**config.mk**
```make
export PLATFORM = sky130hd
export DESIGN_NAME = seg7_scan_driver
export DESIGN_NICKNAME = d
export VERILOG_FILES = /design/src/rtl/seg7_pkg.sv /design/src/rtl/seg7_decode.sv /design/src/rtl/seg7_scan_driver.sv
export SDC_FILE = /design/constraint.sdc
export NUM_CORES = 1
export LEC_CHECK = 0
export ABC_AREA = 1
export CELL_PAD_IN_SITES_DETAIL_PLACEMENT = 0
export CELL_PAD_IN_SITES_GLOBAL_PLACEMENT = 1
export CORE_MARGIN = 2
export CORE_UTILIZATION = 41
export CTS_CLUSTER_SIZE = 25
export DETAILED_ROUTE_END_ITERATION = 7
export MAX_ROUTING_LAYER = met4
export PLACE_DENSITY_LB_ADDON = 0.1
export SLEW_MARGIN = 10
export SYNTH_ARGS = -nofsm -noshare
export SYNTH_HDL_FRONTEND = slang
export SYNTH_HIERARCHICAL = 1
export SYNTH_SLANG_ARGS = --single-unit
```
**constraint.sdc**
```tcl
create_clock -name clk -period 2.8 [get_ports clk]
set_clock_uncertainty 0.05 [all_clocks]
set_input_delay 0.56 -clock clk [delete_from_list [all_inputs] [get_ports clk]]
set_output_delay 0.56 -clock clk [all_outputs]
set_load 0.03 [all_outputs]
```
**src/rtl/seg7_pkg.sv**
```systemverilog
// Shared constants and the BCD/hex to active-low 7-segment encoding for the scan driver.
// The hex glyph set is selected by the caller (see SEG7_HEX_EN in seg7_decode).
package seg7_pkg;

    localparam logic [6:0] SEG_BLANK = 7'h7F;

    // Segment order {g,f,e,d,c,b,a}, 0 = segment lit
    localparam logic [6:0] SEG_0 = 7'b1000000;
    localparam logic [6:0] SEG_1 = 7'b1111001;
    localparam logic [6:0] SEG_2 = 7'b0100100;
    localparam logic [6:0] SEG_3 = 7'b0110000;
    localparam logic [6:0] SEG_4 = 7'b0011001;
    localparam logic [6:0] SEG_5 = 7'b0010010;
    localparam logic [6:0] SEG_6 = 7'b0000010;
    localparam logic [6:0] SEG_7 = 7'b1111000;
    localparam logic [6:0] SEG_8 = 7'b0000000;
    localparam logic [6:0] SEG_9 = 7'b0010000;
    localparam logic [6:0] SEG_A = 7'b0001000;
    localparam logic [6:0] SEG_B = 7'b0000011;
    localparam logic [6:0] SEG_C = 7'b1000110;
    localparam logic [6:0] SEG_D = 7'b0100001;
    localparam logic [6:0] SEG_E = 7'b0000110;
    localparam logic [6:0] SEG_F = 7'b0001110;

    function automatic logic [6:0] seg7_code(input logic [3:0] digit, input logic hex_en);
        logic [6:0] code;
        case (digit)
            4'h0:    code = SEG_0;
            4'h1:    code = SEG_1;
            4'h2:    code = SEG_2;
            4'h3:    code = SEG_3;
            4'h4:    code = SEG_4;
            4'h5:    code = SEG_5;
            4'h6:    code = SEG_6;
            4'h7:    code = SEG_7;
            4'h8:    code = SEG_8;
            4'h9:    code = SEG_9;
            4'hA:    code = hex_en ? SEG_A : SEG_BLANK;
            4'hB:    code = hex_en ? SEG_B : SEG_BLANK;
            4'hC:    code = hex_en ? SEG_C : SEG_BLANK;
            4'hD:    code = hex_en ? SEG_D : SEG_BLANK;
            4'hE:    code = hex_en ? SEG_E : SEG_BLANK;
            4'hF:    code = hex_en ? SEG_F : SEG_BLANK;
            default: code = SEG_BLANK;
        endcase
        return code;
    endfunction

endpackage

```
**src/rtl/seg7_decode.sv**
```systemverilog
// Combinational 4-bit digit to active-low segment decoder.
// Define SEG7_HEX_EN to show A-F glyphs; otherwise codes 10-15 are blank.
module seg7_decode
    import seg7_pkg::*;
(
    input  logic [3:0] digit,
    output logic [6:0] seg
);

`ifdef SEG7_HEX_EN
    localparam logic HEX_EN = 1'b1;
`else
    localparam logic HEX_EN = 1'b0;
`endif

    // Pure table lookup
    always_comb begin
        seg = seg7_code(digit, HEX_EN);
    end

endmodule

```
**src/rtl/seg7_scan_driver.sv**
```systemverilog
// Multiplexed N-digit common-anode 7-segment driver with leading-zero blanking and
// a per-slot all-off guard window. Hex glyphs are enabled by the SEG7_HEX_EN macro.
module seg7_scan_driver
    import seg7_pkg::*;
#(
    parameter int NUM_DIGITS   = 4,
    parameter int REFRESH_DIV  = 100000,
    parameter int GUARD_CYCLES = 4
) (
    input  logic                    clk,
    input  logic                    rst_n,
    input  logic [4*NUM_DIGITS-1:0] bcd_in,
    input  logic                    load,
    input  logic                    blank_lz,
    output logic [6:0]              seg,
    output logic [NUM_DIGITS-1:0]   an
);

    localparam int IDX_W = (NUM_DIGITS > 1) ? $clog2(NUM_DIGITS) : 1;
    localparam int CNT_W = (REFRESH_DIV > 1) ? $clog2(REFRESH_DIV) : 1;

    logic [4*NUM_DIGITS-1:0] shadow_r;
    logic [CNT_W-1:0]        cnt_r;
    logic [IDX_W-1:0]        idx_r;

    logic                    cnt_wrap_s;
    logic                    in_guard_s;
    logic [3:0]              digit_s;
    logic                    digit_lz_s;
    logic [NUM_DIGITS-1:0]   lz_mask_s;
    logic [6:0]              code_s;
    logic [6:0]              seg_next_s;
    logic [NUM_DIGITS-1:0]   an_next_s;

    assign cnt_wrap_s = (cnt_r == CNT_W'(REFRESH_DIV - 1));
    assign in_guard_s = ({1'b0, cnt_r} < (CNT_W + 1)'(GUARD_CYCLES));

    // Shadow capture, slot counter and digit index
    always_ff @(posedge clk or negedge rst_n) begin
        if (!rst_n) begin
            shadow_r <= '0;
            cnt_r    <= '0;
            idx_r    <= '0;
        end else begin
            if (load) begin
                shadow_r <= bcd_in;
            end else begin
                shadow_r <= shadow_r;
            end
            if (cnt_wrap_s) begin
                cnt_r <= '0;
                idx_r <= (idx_r == IDX_W'(NUM_DIGITS - 1)) ? '0 : idx_r + IDX_W'(1);
            end else begin
                cnt_r <= cnt_r + CNT_W'(1);
                idx_r <= idx_r;
            end
        end
    end

    // Digit k is a leading zero when it and every digit above it are zero; digit 0 never is
    always_comb begin
        logic all_zero;
        all_zero  = 1'b1;
        lz_mask_s = '0;
        for (int k = NUM_DIGITS - 1; k >= 0; k--) begin
            all_zero     = all_zero & (shadow_r[4*k +: 4] == 4'h0);
            lz_mask_s[k] = all_zero & (k != 0);
        end
    end

    // Select the active digit, its blanking flag and its anode
    always_comb begin
        digit_s    = 4'h0;
        digit_lz_s = 1'b0;
        an_next_s  = '1;
        for (int k = 0; k < NUM_DIGITS; k++) begin
            if (idx_r == IDX_W'(k)) begin
                digit_s      = shadow_r[4*k +: 4];
                digit_lz_s   = lz_mask_s[k];
                an_next_s[k] = in_guard_s;
            end else begin
                an_next_s[k] = 1'b1;
            end
        end
    end

    seg7_decode u_decode (
        .digit (digit_s),
        .seg   (code_s)
    );

    // Blanked leading zeros keep their anode asserted; only the segments go dark
    always_comb begin
        seg_next_s = code_s;
        if (in_guard_s) begin
            seg_next_s = SEG_BLANK;
        end else if (blank_lz && digit_lz_s) begin
            seg_next_s = SEG_BLANK;
        end else begin
            seg_next_s = code_s;
        end
    end

    // Registered display outputs
    always_ff @(posedge clk or negedge rst_n) begin
        if (!rst_n) begin
            seg <= SEG_BLANK;
            an  <= '1;
        end else begin
            seg <= seg_next_s;
            an  <= an_next_s;
        end
    end

endmodule

```
# Yosys cells after proc, flatten, opt, wreduce, memory -nomap -nowiden
# Memory sizes are Yosys's and may differ from the RTL's.
# Cells that the tools add are included.
# totals
reg_bits,46
romBits,112
input_bits,20
out_inout_bits,11
wordCells,35
n_memories,1
# memory_table
name,words,word_bits,read_ports,rd_ports_with_merged_regs,write_ports,line_no,rtl
(no name shown),16,7,1,0,0,seg7_pkg.sv:27,case (digit)
# op_classes
addsub,2
order_cmp,1
n_eq_ne,4
muxes,15
bitwise_logic,2
n_reduce_logical,5
# op_table
operator,count
17-bit by 1-bit adder with 17-bit output (second input constant),1
17-bit equality test (second input constant),1
17-bit by 3-bit less-than comparator with 1-bit output (second input constant),1
17-bit 2-to-1 mux,1
4-bit 2-to-1 mux,4
7-bit 2-to-1 mux,2
4-bit zero test,3
1-bit 2-to-1 mux,7
2-bit equality test (second input constant),2
2-bit by 1-bit adder with 2-bit output (second input constant),1
1-bit AND,2
2-bit by 1-bit equality test with 1-bit output (second input constant),1
2-bit zero test,1
2-bit 2-to-1 mux,1
1-bit logical AND,1

# Depth between registers and ports, before layout
# Gate-level depths: netlist of run 1.
# depth
depth_word,9
mapped_depth,15

# Cells and area by module
# The synthesis of run 1 kept the hierarchy.
# modules_own_cells
mod,n_inst,cells_each,area_each_um2,seq_area_each_um2
seg7_scan_driver,1,280,2317.2,1164.9
seg7_decode,1,35,187.7,0.0

# Worst setup path before layout of run 1
# Ideal clock, no wire load.
# synth_path
path_kind,reg-to-reg
startpoint,register idx_r[1]
endpoint,register seg[3]
t_arrival_ns,1.907
required_ns,2.667
path_slack_ns,0.759
path_stages_with_launch,15
n_path_buf,0
period_less_slack_ns,2.041
path_cell_list,dfrtp_1 -> inv_1 -> ha_1 -> inv_2 -> nand3_1 -> nand2_1 -> o211ai_1 -> o21ai_0 -> inv_1 -> ha_1 -> nand2_1 -> nand3_1 -> nand2_1 -> nor2_1 -> nand2_1
# synth_via
elab_chain_len,8
# synth_lines
element,line_no,rtl
start: declaration,seg7_scan_driver.sv:24,logic [IDX_W-1:0] idx_r;
start signal: assignment,seg7_scan_driver.sv:52,idx_r <= (idx_r == IDX_W'(NUM_DIGITS - 1)) ? '0 : idx_r + IDX_W'(1);
start signal: assignment,seg7_scan_driver.sv:55,idx_r <= idx_r;
2-bit zero test,seg7_scan_driver.sv:77,if (idx_r == IDX_W'(k)) begin
4-bit 2-to-1 mux (3 in series),seg7_scan_driver.sv:77,
4-bit 2-to-1 mux (*),seg7_scan_driver.sv:77,
named net digit_s[1],seg7_scan_driver.sv:28,logic [3:0] digit_s;
memory 16 x 7 bit (*),-,
named net code_s[3],seg7_scan_driver.sv:31,logic [6:0] code_s;
7-bit 2-to-1 mux (*),seg7_scan_driver.sv:97,end else if (blank_lz && digit_lz_s) begin
7-bit 2-to-1 mux (*),seg7_scan_driver.sv:95,if (in_guard_s) begin
named net seg_next_s[3],seg7_scan_driver.sv:32,logic [6:0] seg_next_s;
end signal: assignment,seg7_scan_driver.sv:110,seg <= seg_next_s;
end: declaration,seg7_scan_driver.sv:15,"output logic [6:0] seg,"
# The timed path passes the listed nets; every way through them passes the cells marked *.
# A chain may end at the register's enable or synchronous reset.

# Final worst setup path of run 1
# Ends and elaborated chain as after synthesis.

==> results of run 1 <==
## worst max path at each step
stage | start | end | depth (start not counted)
floorplan | idx_r[1]$_DFFE_PN0N_ | seg[3]$_DFF_PN1_ | 14
global placement | idx_r[0]$_DFFE_PN0N_ | seg[3]$_DFF_PN1_ | 13
detailed placement | idx_r[1]$_DFFE_PN0N_ | seg[3]$_DFF_PN1_ | 10
CTS | idx_r[1]$_DFFE_PN0N_ | seg[3]$_DFF_PN1_ | 10
global route | idx_r[1]$_DFFE_PN0N_ | seg[3]$_DFF_PN1_ | 14
finish | idx_r[1]$_DFFE_PN0N_ | seg[3]$_DFF_PN1_ | 14
## flip-flops by register name (all words and copies together), names as in the netlist
name,cells
an,4
cnt_r,17
idx_r,2
shadow_r,16
seg,7
## placed cells by master (no fill, tap or decap)
cell / count
a21oi_1: 5
a22oi_1: 1
buf_2: 1
buf_4: 3
clkbuf_1: 2
clkbuf_8: 6
clkdlybuf4s50_1: 29
dfrtp_1: 35
dfstp_2: 11
ha_1: 10
inv_1: 37
inv_2: 3
mux2_2: 9
nand2_1: 87
nand2_2: 4
nand3_1: 18
nand3_2: 1
nand3b_1: 2
nand4_1: 2
nor2_1: 48
nor2_2: 5
nor2_4: 1
nor3_1: 4
o211ai_1: 3
o21ai_0: 12
o21ai_1: 3
o21ai_2: 1
o21bai_1: 1
xor2_1: 8
## per-stage QoR
step           cells  hold WS [ns]  utilization [%]  setup slack [ns]  area [µm²]
2_1_floorplan    315         0.214                -             0.759        2500
3_3_place_gp     419         0.430             48.8             0.591        2890
3_5_place_dp     419         0.435             48.8             0.496        2890
4_1_cts          427         0.391             50.4             0.465        2980
5_1_grt          427         0.439             50.4             0.191        2980
6_report         427         0.346             50.4             0.491        2980
## per-layer routing
metal  part of all wire, %  up-vias  wire length (µm)  GRT usage, %
met5                     0        -                 0             -
met4                  0.81        0                42          4.00
met3                   3.2        4               164          3.59
met2                    42       38              2200          25.8
met1                    54      928              2780          25.9
li1                      -     1050                 -             -
## power by group through the flow
| stage | logic (mW) | registers, mW | clock network, mW |
|---|---|---|---|
| floorplan | 0.0935 | 0.781 | 0 |
| global placement | 0.224 | 0.747 | 0 |
| detailed placement | 0.226 | 0.748 | 0 |
| CTS | 0.226 | 0.735 | 0.435 |
| global route | 0.255 | 0.740 | 0.459 |
| finish | 0.223 | 0.734 | 0.418 |
## cell families after synthesis
group | count (synthesis) | synth area share (%)
simple gates | 172 | 28.8
compound gates | 26 | 5.84
fa+ha+maj | 10 | 5.00
xor+xnor | 8 | 2.80
buf+inv | 44 | 6.99
flops | 46 | 46.5
mux | 9 | 4.05
## final cells by class
cell class	instances	area, µm²
Clock buffer	8	90.1
Fill cell	615	2940
Inverter	40	150
Multi-Input combinational cell	225	1160
Sequential cell	46	1160
Tap cell	75	93.8
Timing Repair Buffer	33	318
==> results.md, run 1 <==
- Status: finished, final reports clean
- Antenna cells: 0
- Crit-path leading delay family: adder cells
- CTS Buf Count: 5
- Asr flop ratio synth: between 90% and 100%
- Clock root cell: clkbuf_8
- Port buffer count: 30
- DR vias: 2020
- Pwr/cell area: 461 nW/µm²
- Worst reg-to-reg setup slack: 0.49 ns
- Worst r2r dst: seg[3]$_DFF_PN1_
- Final max-slew violation count: 0
- Area Growth Syn to Fin: 19.0%
- Worst setup SP type: register
- Die height: 82.2 µm
- Commonest cells post-synth: 87 x nand2_1, 48 x nor2_1, 37 x inv_1, 35 x dfrtp_1, 18 x nand3_1
- 1st-iter DRT viols: 88
- Distinct cells, synth: 27
- Period minus WS final: between 2 and 2.5 ns
- Sink Count: 46
- Crit-path max FO: 5
- Yosys reg bits: 46
- Maximum vdd drop: 218 µV
- Post_cts resized: 0
- Largest cells by area after synthesis: dfrtp_1 35%, nand2_1 13%, dfstp_2 12%
- Initial antenna violation count: 0
- WP data required: 2.97 ns
- Largest net degree at the start of global routing: 43
- DIE AREA: 6750 µm²
- Layout cells sized above 1: between 10 and 15%
- Detailed Route WL: around 5200 µm
- Clock power share: a little under a third
- Area of the mapped netlist: 2500 µm²
- CP max stage cell: dfrtp_1
- Logic pwr share: between 15 and 20%
- Critical path buffers and inverters: 3
- First-pass GRT wire length: 9010 µm
- Sum Neg Setup Slack: 0 ns
- RSZ-0062 raised after global routing: no
- Crit path DAT: 2.48 ns
- Pwr Total: 1.37 mW
- Total GRT Usage: 17.8%
- Number of synthesis warnings: 6
- DRC: 0
- Routed len/inst: between 10 and 15 µm
- Core ar.: 5920 µm²
- Post-CTS setup repair buffer count: 0
- H-Tree Depth: 2
- Worst R2R Start: idx_r[1]$_DFFE_PN0N_
- Core Rows: 28
- Max_cap viols: 0
- Worst-case reg-to-reg path depth: 14
- Synth Net Count: 345
- CTS Buffer Depth: 2
- Cells after Synth: approximately 320
- HPWL Detailed: 4000 µm
- Post-synth EDFFs: 0
- Worst-Margin Slew: 0.953 ns
- Final setup violation count: 0
- HP Class: in2async
- Psw: 358 µW
- Post-synthesis sequential area ratio: 46.5%
- Ports: 31
- LEAKAGE: between 1 and 1.5 nW
- Routed vias/inst: 4.73
- Starting Density: a little over two fifths
- Maximum clock frequency: roughly 0.43 GHz
- Yosys top cell by area: dfrtp_1
- Total grt overflow: 0
- CP endpoint kind: register
- Latest clock arrival within the worst-skew pair: 0.30 ns
- Fin. Hold Viols: 0
- GPL Wtd Cong: 0.844
- Area share of the largest cell type after synthesis: 35.0%
- Switch share: a little over a quarter
- Critical path type: reg2reg
- Reg clk slew, reported paths: 0.08 ns
- Synthesized area per cell: 7.95 µm²
- Vias in the first global route: 1893
- Hold buffer count at cts: 0
- Max stage delay on crit path: 0.41 ns
- Main synth FF type: dfrtp_1
- Die width: 82.2 µm
- Pint: 1.02 mW
- Worst rel slew slack: approximately 36%
- Initial DRT Pass Iterations: 4
- Nets: ~380
- Most common cell in the synthesized netlist: nand2_1
- Flop pwr share: between 50% and 60%
- Final ANT Viol Nets: 0
- CTS tree: done
- Worst path cell trace: inv_1, ha_1, inv_2, nand3_1, nand2_1, o211ai_1, o21ai_0, inv_1, ha_1, nand2_1, nand3_1, nand2_1, nor2_1, nand2_1
- Period utilization: 82.5%
- Cell mode on critical path: nand2_1
Note: power is estimated with default switching activity, not from simulation.
==> run 2: changes to the inputs <==
--- a/config.mk
+++ b/config.mk
@@ -9,7 +9,7 @@
 export CELL_PAD_IN_SITES_DETAIL_PLACEMENT = 0
 export CELL_PAD_IN_SITES_GLOBAL_PLACEMENT = 1
 export CORE_MARGIN = 2
-export CORE_UTILIZATION = 41
+export CORE_UTILIZATION = 37
 export CTS_CLUSTER_SIZE = 25
 export DETAILED_ROUTE_END_ITERATION = 7
 export MAX_ROUTING_LAYER = met4
==> constraint.sdc (replaced) <==
create_clock -name clk -period 1.9 [get_ports clk]
set_clock_uncertainty 0.05 [all_clocks]
set_input_delay 0.38 -clock clk [delete_from_list [all_inputs] [get_ports clk]]
set_output_delay 0.38 -clock clk [all_outputs]
set_load 0.03 [all_outputs]
==> results.md, run 2 (synthesized netlist as in run 1, its figures left out) <==
- Port buffer count: 30 (unchanged)
- Antenna cells: 0 (unchanged)
- Period minus WS final: 1.95 ns (was 2.31 ns)
- Die height: 86.3 µm (was 82.2 µm)
- Clock power share: 30.4% (about the same)
- Sink Count: 46 (unchanged)
- Worst path cell trace: inv_2, ha_4, inv_4, o211ai_1, o21ai_2, buf_4, ha_2, inv_2, nand2_2, nand3_2, nand2_1, nor2_1, nand2_1 (was inv_1, ha_1, inv_2, nand3_1, nand2_1, o211ai_1, o21ai_0, inv_1, ha_1, nand2_1, nand3_1, nand2_1, nor2_1, nand2_1)
- Psw: 590 µW (was 358 µW)
- Maximum clock frequency: 0.513 GHz (was 0.433 GHz)
- Area Growth Syn to Fin: 31.0% (was 19.0%)
- CTS tree: done (unchanged)
- Most frequent cells in the layout: 84 x nand2_1, 47 x nor2_1, 34 x dfrtp_1 (was 87 x nand2_1, 48 x nor2_1, 37 x inv_1)
- Nets: 398 (was 381)
- Crit path DAT: 2.13 ns (was 2.48 ns)
- Max_cap viols: 0 (unchanged)
- Total GRT Usage: 16.7% (was 17.8%)
- H-Tree Depth: 2 (unchanged)
- 1st-iter DRT viols: 104 (was 88)
- HP Class: reg2reg (was in2async)
- Sequential cell area: 1170 µm² (was 1160 µm²)
- Die width: 86.3 µm (was 82.2 µm)
- Worst-Margin Slew: 0.425 ns (was 0.953 ns)
- Detailed Route WL: 5740 µm (was 5190 µm)
- Fin. Hold Viols: 0 (unchanged)
- LEAKAGE: 1.54 nW (was 1.42 nW)
- Max reg flops: 17 (unchanged)
- Worst rel slew slack: 71.7% (was 36.4%)
- Failing checks: negative setup slack
- GPL Wtd Cong: 0.804 (was 0.844)
- Clock root cell: clkbuf_8 (unchanged)
- Biggest regs: cnt_r x17, shadow_r x16, seg x7 (unchanged)
- Hold slack: 0.441 ns (was 0.346 ns)
- HPWL Detailed: 4200 µm (was 4000 µm)
- CTS Buf Count: 5 (unchanged)
- Initial DRT Pass Iterations: 4 (unchanged)
- Layout cells sized above 1: 26.0% (was 12.8%)
- DP Area: 3040 µm² (was 2890 µm²)
- Ports: 31 (unchanged)
- Core Rows: 29 (was 28)
- Finished Cell Area: 3280 µm² (was 2980 µm²)
- Pwr Total: 2.10 mW (was 1.37 mW)
- CP max stage cell: dfrtp_1 (unchanged)
- Final ANT Viol Nets: 0 (unchanged)
- Layout Cells excl Fill: 446 (was 427)
- Commonest non-fill, non-tap cell in the layout: nand2_1 (unchanged)
- Final max-slew violation count: 0 (unchanged)
- Worst-case reg-to-reg path depth: 13 (was 14)
- Largest net degree at the start of global routing: 31 (was 43)
- Initial antenna violation count: 0 (unchanged)
- Routed vias/inst: 4.78 (was 4.73)
- Final worst slack: -0.0475 ns (was 0.491 ns)
- Critical Path Stages: 13 (was 14)
- Final setup violation count: 6 (was 0)
- DIE AREA: 7440 µm² (was 6750 µm²)
- DR vias: 2134 (was 2020)
- Switch share: 28.1% (was 26.0%)
- Latest clock arrival within the worst-skew pair: 0.30 ns (about the same)
- Maximum vdd drop: 370 µV (was 218 µV)
- Logic pwr share: 18.0% (was 16.2%)
- Starting Density: 38.8% (was 42.3%)
- Total grt overflow: 0 (unchanged)
- First-pass GRT wire length: 9740 µm (was 9010 µm)
- Fill cells: 649 (was 615)
- CP endpoint kind: register (unchanged)
- Reg clk slew, reported paths: 0.09 ns (was 0.08 ns)
- Critical path type: reg2reg (unchanged)
- DRC: 0 (unchanged)
- CTS Buffer Depth: 2 (unchanged)
- Period utilization: 102% (was 82.5%)
- Status: complete, but fails checks (was finished, final reports clean)
- Core ar.: 6460 µm² (was 5920 µm²)
- Pint: 1.51 mW (was 1.02 mW)
- Max stage delay on crit path: 0.44 ns (was 0.41 ns)
- Top reg by flops: cnt_r (unchanged)
- Worst setup SP type: register (unchanged)
- Pwr/cell area: 640 nW/µm² (was 461 nW/µm²)
- Pre-CTS setup slack: -0.0725 ns (was 0.496 ns)
- Routed len/inst: 12.9 µm (was 12.1 µm)
- RSZ-0062 raised after global routing: yes (was no)
- Flop pwr share: 51.6% (was 53.4%)
- Vias in the first global route: 2069 (was 1893)
- Critical path buffers and inverters: 4 (was 3)
- Footprint of the multi-input gates: 1300 µm² (was 1160 µm²)
- Crit-path leading delay family: flip-flops (was adder cells)
- Hold path cells: 1
- # placed instances: 433 (was 419)
- Crit-path max FO: 5 (unchanged)
- WP data required: 2.08 ns (was 2.97 ns)
run 2: per-stage QoR:
step | utilization, % | TNS (ns)
after detailed placement | 47.1 | -0.307
after global routing | 50.8 | -1.15
after CTS | 49.1 | -0.00488
after global placement | 47.1 | -0.118
after floorplan | - | 0
final | 50.8 | -0.146
run 2: final cells by class:
| type | count | area share, % |
|---|---|---|
| clock inverters | 2 | 0.381 |
| multi-input cells | 225 | 39.6 |
| inverters | 40 | 5.18 |
| clock buffers | 6 | 2.52 |
| flip-flops and latches | 46 | 35.5 |
| repair buffers | 50 | 13.8 |
| well taps | 77 | 2.94 |
run 2: worst paths after layout:
path                       slack [ns]                 start                  endpoint
max reg2reg                     -0.05  idx_r[0]$_DFFE_PN0N_          seg[0]$_DFF_PN1_
min                              0.44    cnt_r[0]$_DFF_PN0_        cnt_r[0]$_DFF_PN0_
max in group asynchronous        0.72                 rst_n           an[1]$_DFF_PN1_
min reg2reg                      0.44    cnt_r[0]$_DFF_PN0_        cnt_r[0]$_DFF_PN0_
min in group asynchronous        0.50                 rst_n  shadow_r[14]$_DFFE_PN0P_
max                             -0.05  idx_r[0]$_DFFE_PN0N_          seg[0]$_DFF_PN1_
run 2: worst register-to-register path: stages (launching register included):
cell and delay (ns):
dfrtp_1 0.44, inv_2 0.12, ha_4 0.19, inv_4 0.05, o211ai_1 0.22, o21ai_2 0.10
buf_4 0.15, ha_2 0.17, inv_2 0.05, nand2_2 0.05, nand3_2 0.07, nand2_1 0.05
nor2_1 0.12, nand2_1 0.06
run 2: timing repair:
action,in CTS,in global routing
setup buffers,1,3
pin swaps,9,9
setup endpoints to repair,18,7
hold buffers,1,0
endpoints found under the hold margin,9,0
resized for setup,22,26
run 2: per-layer routing:
layer	vias up	GRT usage (%)	share of wire [%]
met5	-	-	0
li1	1094	-	-
met4	0	4.69	0.84
met1	982	24.0	52
met3	5	3.05	3.6
met2	53	24.4	43
run 2: power groups by stage:
| stage | Sequential [mW] | Combinational [mW] | Clock [mW] |
|---|---|---|---|
| after global routing | 1.09 | 0.420 | 0.694 |
| final | 1.08 | 0.379 | 0.639 |
| after detailed placement | 1.10 | 0.350 | 0 |
| after floorplan | 1.15 | 0.140 | 0 |
| after global placement | 1.10 | 0.350 | 0 |
| after CTS | 1.08 | 0.341 | 0.656 |
==> run 3: changes to the inputs <==
--- a/config.mk
+++ b/config.mk
@@ -17,5 +17,4 @@
 export SLEW_MARGIN = 10
 export SYNTH_ARGS = -nofsm -noshare
 export SYNTH_HDL_FRONTEND = slang
-export SYNTH_HIERARCHICAL = 1
 export SYNTH_SLANG_ARGS = --single-unit
==> results.md, run 3 <==
- CTS Buffer Depth: 2 (unchanged)
- Worst reg-to-reg setup slack: 0.14 ns (was -0.05 ns)
- Crit path DAT: 1.96 ns (was 2.13 ns)
- Initial antenna violation count: 0 (unchanged)
- Asr flop ratio synth: 100% (unchanged)
- Commonest non-fill, non-tap cell in the layout: nand2_1 (unchanged)
- Die width: 85.5 µm (was 86.3 µm)
- 1st-iter DRT viols: 52 (was 104)
- DRC: 0 (unchanged)
- Crit-path max FO: 6 (was 5)
- Cells after Synth: 285 (was 315)
- Sum Neg Setup Slack: 0 ns (was -0.146 ns)
- Top reg by flops: cnt_r (unchanged)
- Maximum vdd drop: 425 µV (was 370 µV)
- Worst-case reg-to-reg path depth: 10 (was 13)
- Fin. Hold Viols: 0 (unchanged)
- Commonest cells post-synth: 73 x nand2_1, 36 x inv_1, 35 x dfrtp_1, 21 x nor2_1, 18 x nand3_1 (was 87 x nand2_1, 48 x nor2_1, 37 x inv_1, 35 x dfrtp_1, 18 x nand3_1)
- Synth Net Count: 311 (was 345)
- Area Growth Syn to Fin: 24.2% (was 31.0%)
- Largest net degree at the start of global routing: 47 (was 31)
- Status: finished, final reports clean (was complete, but fails checks)
- Critical path type: reg2reg (unchanged)
- Hold Startpoint: cnt_r[0]$_DFF_PN0_ (unchanged)
- GPL Wtd Cong: 0.812 (was 0.804)
- Pwr/cell area: 651 nW/µm² (was 640 nW/µm²)
- Number of synthesis warnings: 0 (was 6)
- HP Class: reg2reg (unchanged)
- RSZ-0062 raised after global routing: no (was yes)
- Die height: 85.5 µm (was 86.3 µm)
- Cell mode on critical path: nand2_1
- Worst R2R Start: idx_r[1]$_DFFE_PN0N_ (was idx_r[0]$_DFFE_PN0N_)
- Period utilization: 92.7% (was 102%)
- Starting Density: 38.5% (was 38.8%)
- WP data required: 2.10 ns (was 2.08 ns)
- Biggest regs: cnt_r x17, shadow_r x16, seg x7 (unchanged)
- Core ar.: 6390 µm² (was 6460 µm²)
- Total GRT Usage: 15.9% (was 16.7%)
- Latest clock arrival within the worst-skew pair: 0.30 ns (about the same)
- CP max stage cell: dfrtp_1 (unchanged)
- Logic pwr share: 15.3% (was 18.0%)
- Ports: 31 (unchanged)
- Clock power share: 30.4% (about the same)
- Yosys reg bits: 46 (unchanged)
- Nets: 356 (was 398)
- CTS Buf Count: 5 (unchanged)
- Maximum clock frequency: 0.568 GHz (was 0.513 GHz)
- H-Tree Depth: 2 (unchanged)
- Vias in the first global route: 1934 (was 2069)
- Sink Count: 46 (unchanged)
- Max_cap viols: 0 (unchanged)
- Area share of the largest cell type after synthesis: 35.6% (was 35.0%)
- Yosys top cell by area: dfrtp_1 (unchanged)
- Hold slack: 0.431 ns (was 0.441 ns)
- HPWL Detailed: 3820 µm (was 4200 µm)
- DR vias: 1904 (was 2134)
- Post-synthesis sequential area ratio: 47.4% (was 46.5%)
- Total grt overflow: 0 (unchanged)
- CTS tree: done (unchanged)
- Layout cells sized above 1: 22.4% (was 26.0%)
- Distinct cells, synth: 32 (was 27)
- Core Rows: 29 (unchanged)
- CP endpoint kind: register (unchanged)
- Antenna cells: 0 (unchanged)
- Crit path from: idx_r[1]$_DFFE_PN0N_ (was idx_r[0]$_DFFE_PN0N_)
- Final ANT Viol Nets: 0 (unchanged)
- Period minus WS final: 1.76 ns (was 1.95 ns)
- Final setup violation count: 0 (was 6)
- Pint: 1.43 mW (was 1.51 mW)
- Synthesized area per cell: 8.62 µm² (was 7.95 µm²)
- Worst path cell trace: buf_4, ha_4, a21oi_1, a21oi_2, ha_1, inv_1, nand2_1, nand2_1, nand2_1, nand2_1 (was inv_2, ha_4, inv_4, o211ai_1, o21ai_2, buf_4, ha_2, inv_2, nand2_2, nand3_2, nand2_1, nor2_1, nand2_1)
- Main synth FF type: dfrtp_1 (unchanged)
- Sequential cell area: 1170 µm² (unchanged)
- Detailed Route WL: 5120 µm (was 5740 µm)
- Clock root cell: clkbuf_8 (unchanged)
- Max stage delay on crit path: 0.42 ns (was 0.44 ns)
- Footprint of the multi-input gates: 1170 µm² (was 1300 µm²)
- Routed vias/inst: 4.67 (was 4.78)
- Reg clk slew, reported paths: 0.09 ns (about the same)
- Post-synth EDFFs: 0 (unchanged)
- Largest cells by area after synthesis: dfrtp_1 36%, dfstp_2 12%, nand2_1 11% (was dfrtp_1 35%, nand2_1 13%, dfstp_2 12%)
- Max reg flops: 17 (unchanged)
- Critical Path Sink: seg[3]$_DFF_PN1_ (was seg[0]$_DFF_PN1_)
- Switch share: 27.8% (was 28.1%)
- Initial DRT Pass Iterations: 4 (unchanged)
- Psw: 553 µW (was 590 µW)
- Most frequent cells in the layout: 73 x nand2_1, 34 x inv_1, 34 x dfrtp_1 (was 84 x nand2_1, 47 x nor2_1, 34 x dfrtp_1)
- LEAKAGE: 1.48 nW (was 1.54 nW)
- Routed len/inst: 12.5 µm (was 12.9 µm)
- Port buffer count: 30 (unchanged)
- DIE AREA: 7310 µm² (was 7440 µm²)
- Fill cells: 653 (was 649)
- First-pass GRT wire length: 8960 µm (was 9740 µm)
- Worst-Margin Slew: 0.354 ns (was 0.425 ns)
- Worst setup SP type: register (unchanged)
- Final max-slew violation count: 0 (unchanged)
- Flop pwr share: 54.3% (was 51.6%)
- Area of the mapped netlist: 2460 µm² (was 2500 µm²)
- Worst r2r dst: seg[3]$_DFF_PN1_ (was seg[0]$_DFF_PN1_)
- Worst rel slew slack: 76.4% (was 71.7%)
- Most common cell in the synthesized netlist: nand2_1 (unchanged)
-- run 3: cell types whose count changed in the layout (fill, tap and decap cells not counted), sizes merged, moves of 3 or more --
cell / delta
ha: -4
nor3: +5
nand4: +6
o211ai: -3
buf: -8
nor2: -29
o21ai: -4
nand2: -11
a21oi: +6
-- run 3: through the flow --
step                      setup WS (ns)  util (%)  cell area, µm²  total power, mW  std cells
final                             0.139      47.8            3050             1.99        408
after global routing            0.00493      47.8            3050             2.10        408
after CTS                        0.0416      46.9            3000             2.01        407
after detailed placement         0.0608      45.7            2920             1.43        398
after global placement            0.108      45.7            2920             1.42        398
after floorplan                   0.109         -            2460             1.27        285
-- run 3: cells by family (layout without fill, tap and decap cells) --
logic type | count (synthesis) | in the layout | synth area share (%)
compound gates | 25 | 25 | 6.77
xor+xnor | 10 | 10 | 3.56
fa+ha+maj | 6 | 6 | 3.05
buf+inv | 43 | 89 | 6.87
flops | 46 | 46 | 47.4
mux | 9 | 9 | 4.12
simple gates | 146 | 146 | 28.2
-- run 3: critical path: cells and delay by family (launching register included) --
family | cells | cell delay [ns]
adders and majority gates | 2 | 0.48
AOI/OAI and AO/OA | 2 | 0.32
and+or+nand+nor | 4 | 0.20
DFF | 1 | 0.42
buffers and inverters | 2 | 0.22
-- run 3: timing repair --
action | 4_1_cts | 5_1_grt
gates resized for setup | 11 | 12
pin swaps | 0 | 2
hold buffers | 1 | 0
endpoints found under the hold margin | 1 | 0
setup buffers | 0 | 1
endpoints found under the setup margin | 11 | 7
-- run 3: final cells by class --
class | instances | area share (%)
clock buffers | 5 | 2.25
clock inverters | 3 | 0.533
inverters | 39 | 4.92
multi-input cells | 196 | 38.3
flip-flops and latches | 46 | 38.2
well taps | 77 | 3.16
repair buffers | 42 | 12.7
-- run 3: worst min path at each step --
stage | end | slack [ns] | depth (start not counted)
2_1_floorplan | cnt_r[0]$_DFF_PN0_ | 0.03 | 0
3_3_place_gp | cnt_r[13]$_DFF_PN0_ | 0.33 | 2
3_5_place_dp | cnt_r[15]$_DFF_PN0_ | 0.33 | 2
4_1_cts | cnt_r[0]$_DFF_PN0_ | 0.44 | 1
5_1_grt | cnt_r[0]$_DFF_PN0_ | 0.47 | 1
6_report | cnt_r[0]$_DFF_PN0_ | 0.43 | 1
-- run 3: power by group through the flow --
stage,clock network (mW),logic (mW),registers [mW]
after CTS,0.625,0.309,1.08
final,0.604,0.304,1.08
after global placement,0,0.322,1.10
after global routing,0.664,0.344,1.09
after detailed placement,0,0.324,1.10
after floorplan,0,0.125,1.15
-- run 3: per-layer routing --
layer  global-route usage, %  up-vias  share of wire, %
li1                        -      998                 -
met1                    21.5      867                51
met2                    24.4       34                44
met3                    3.18        5               3.1
met4                    4.33        0               1.4
met5                       -        -                 0
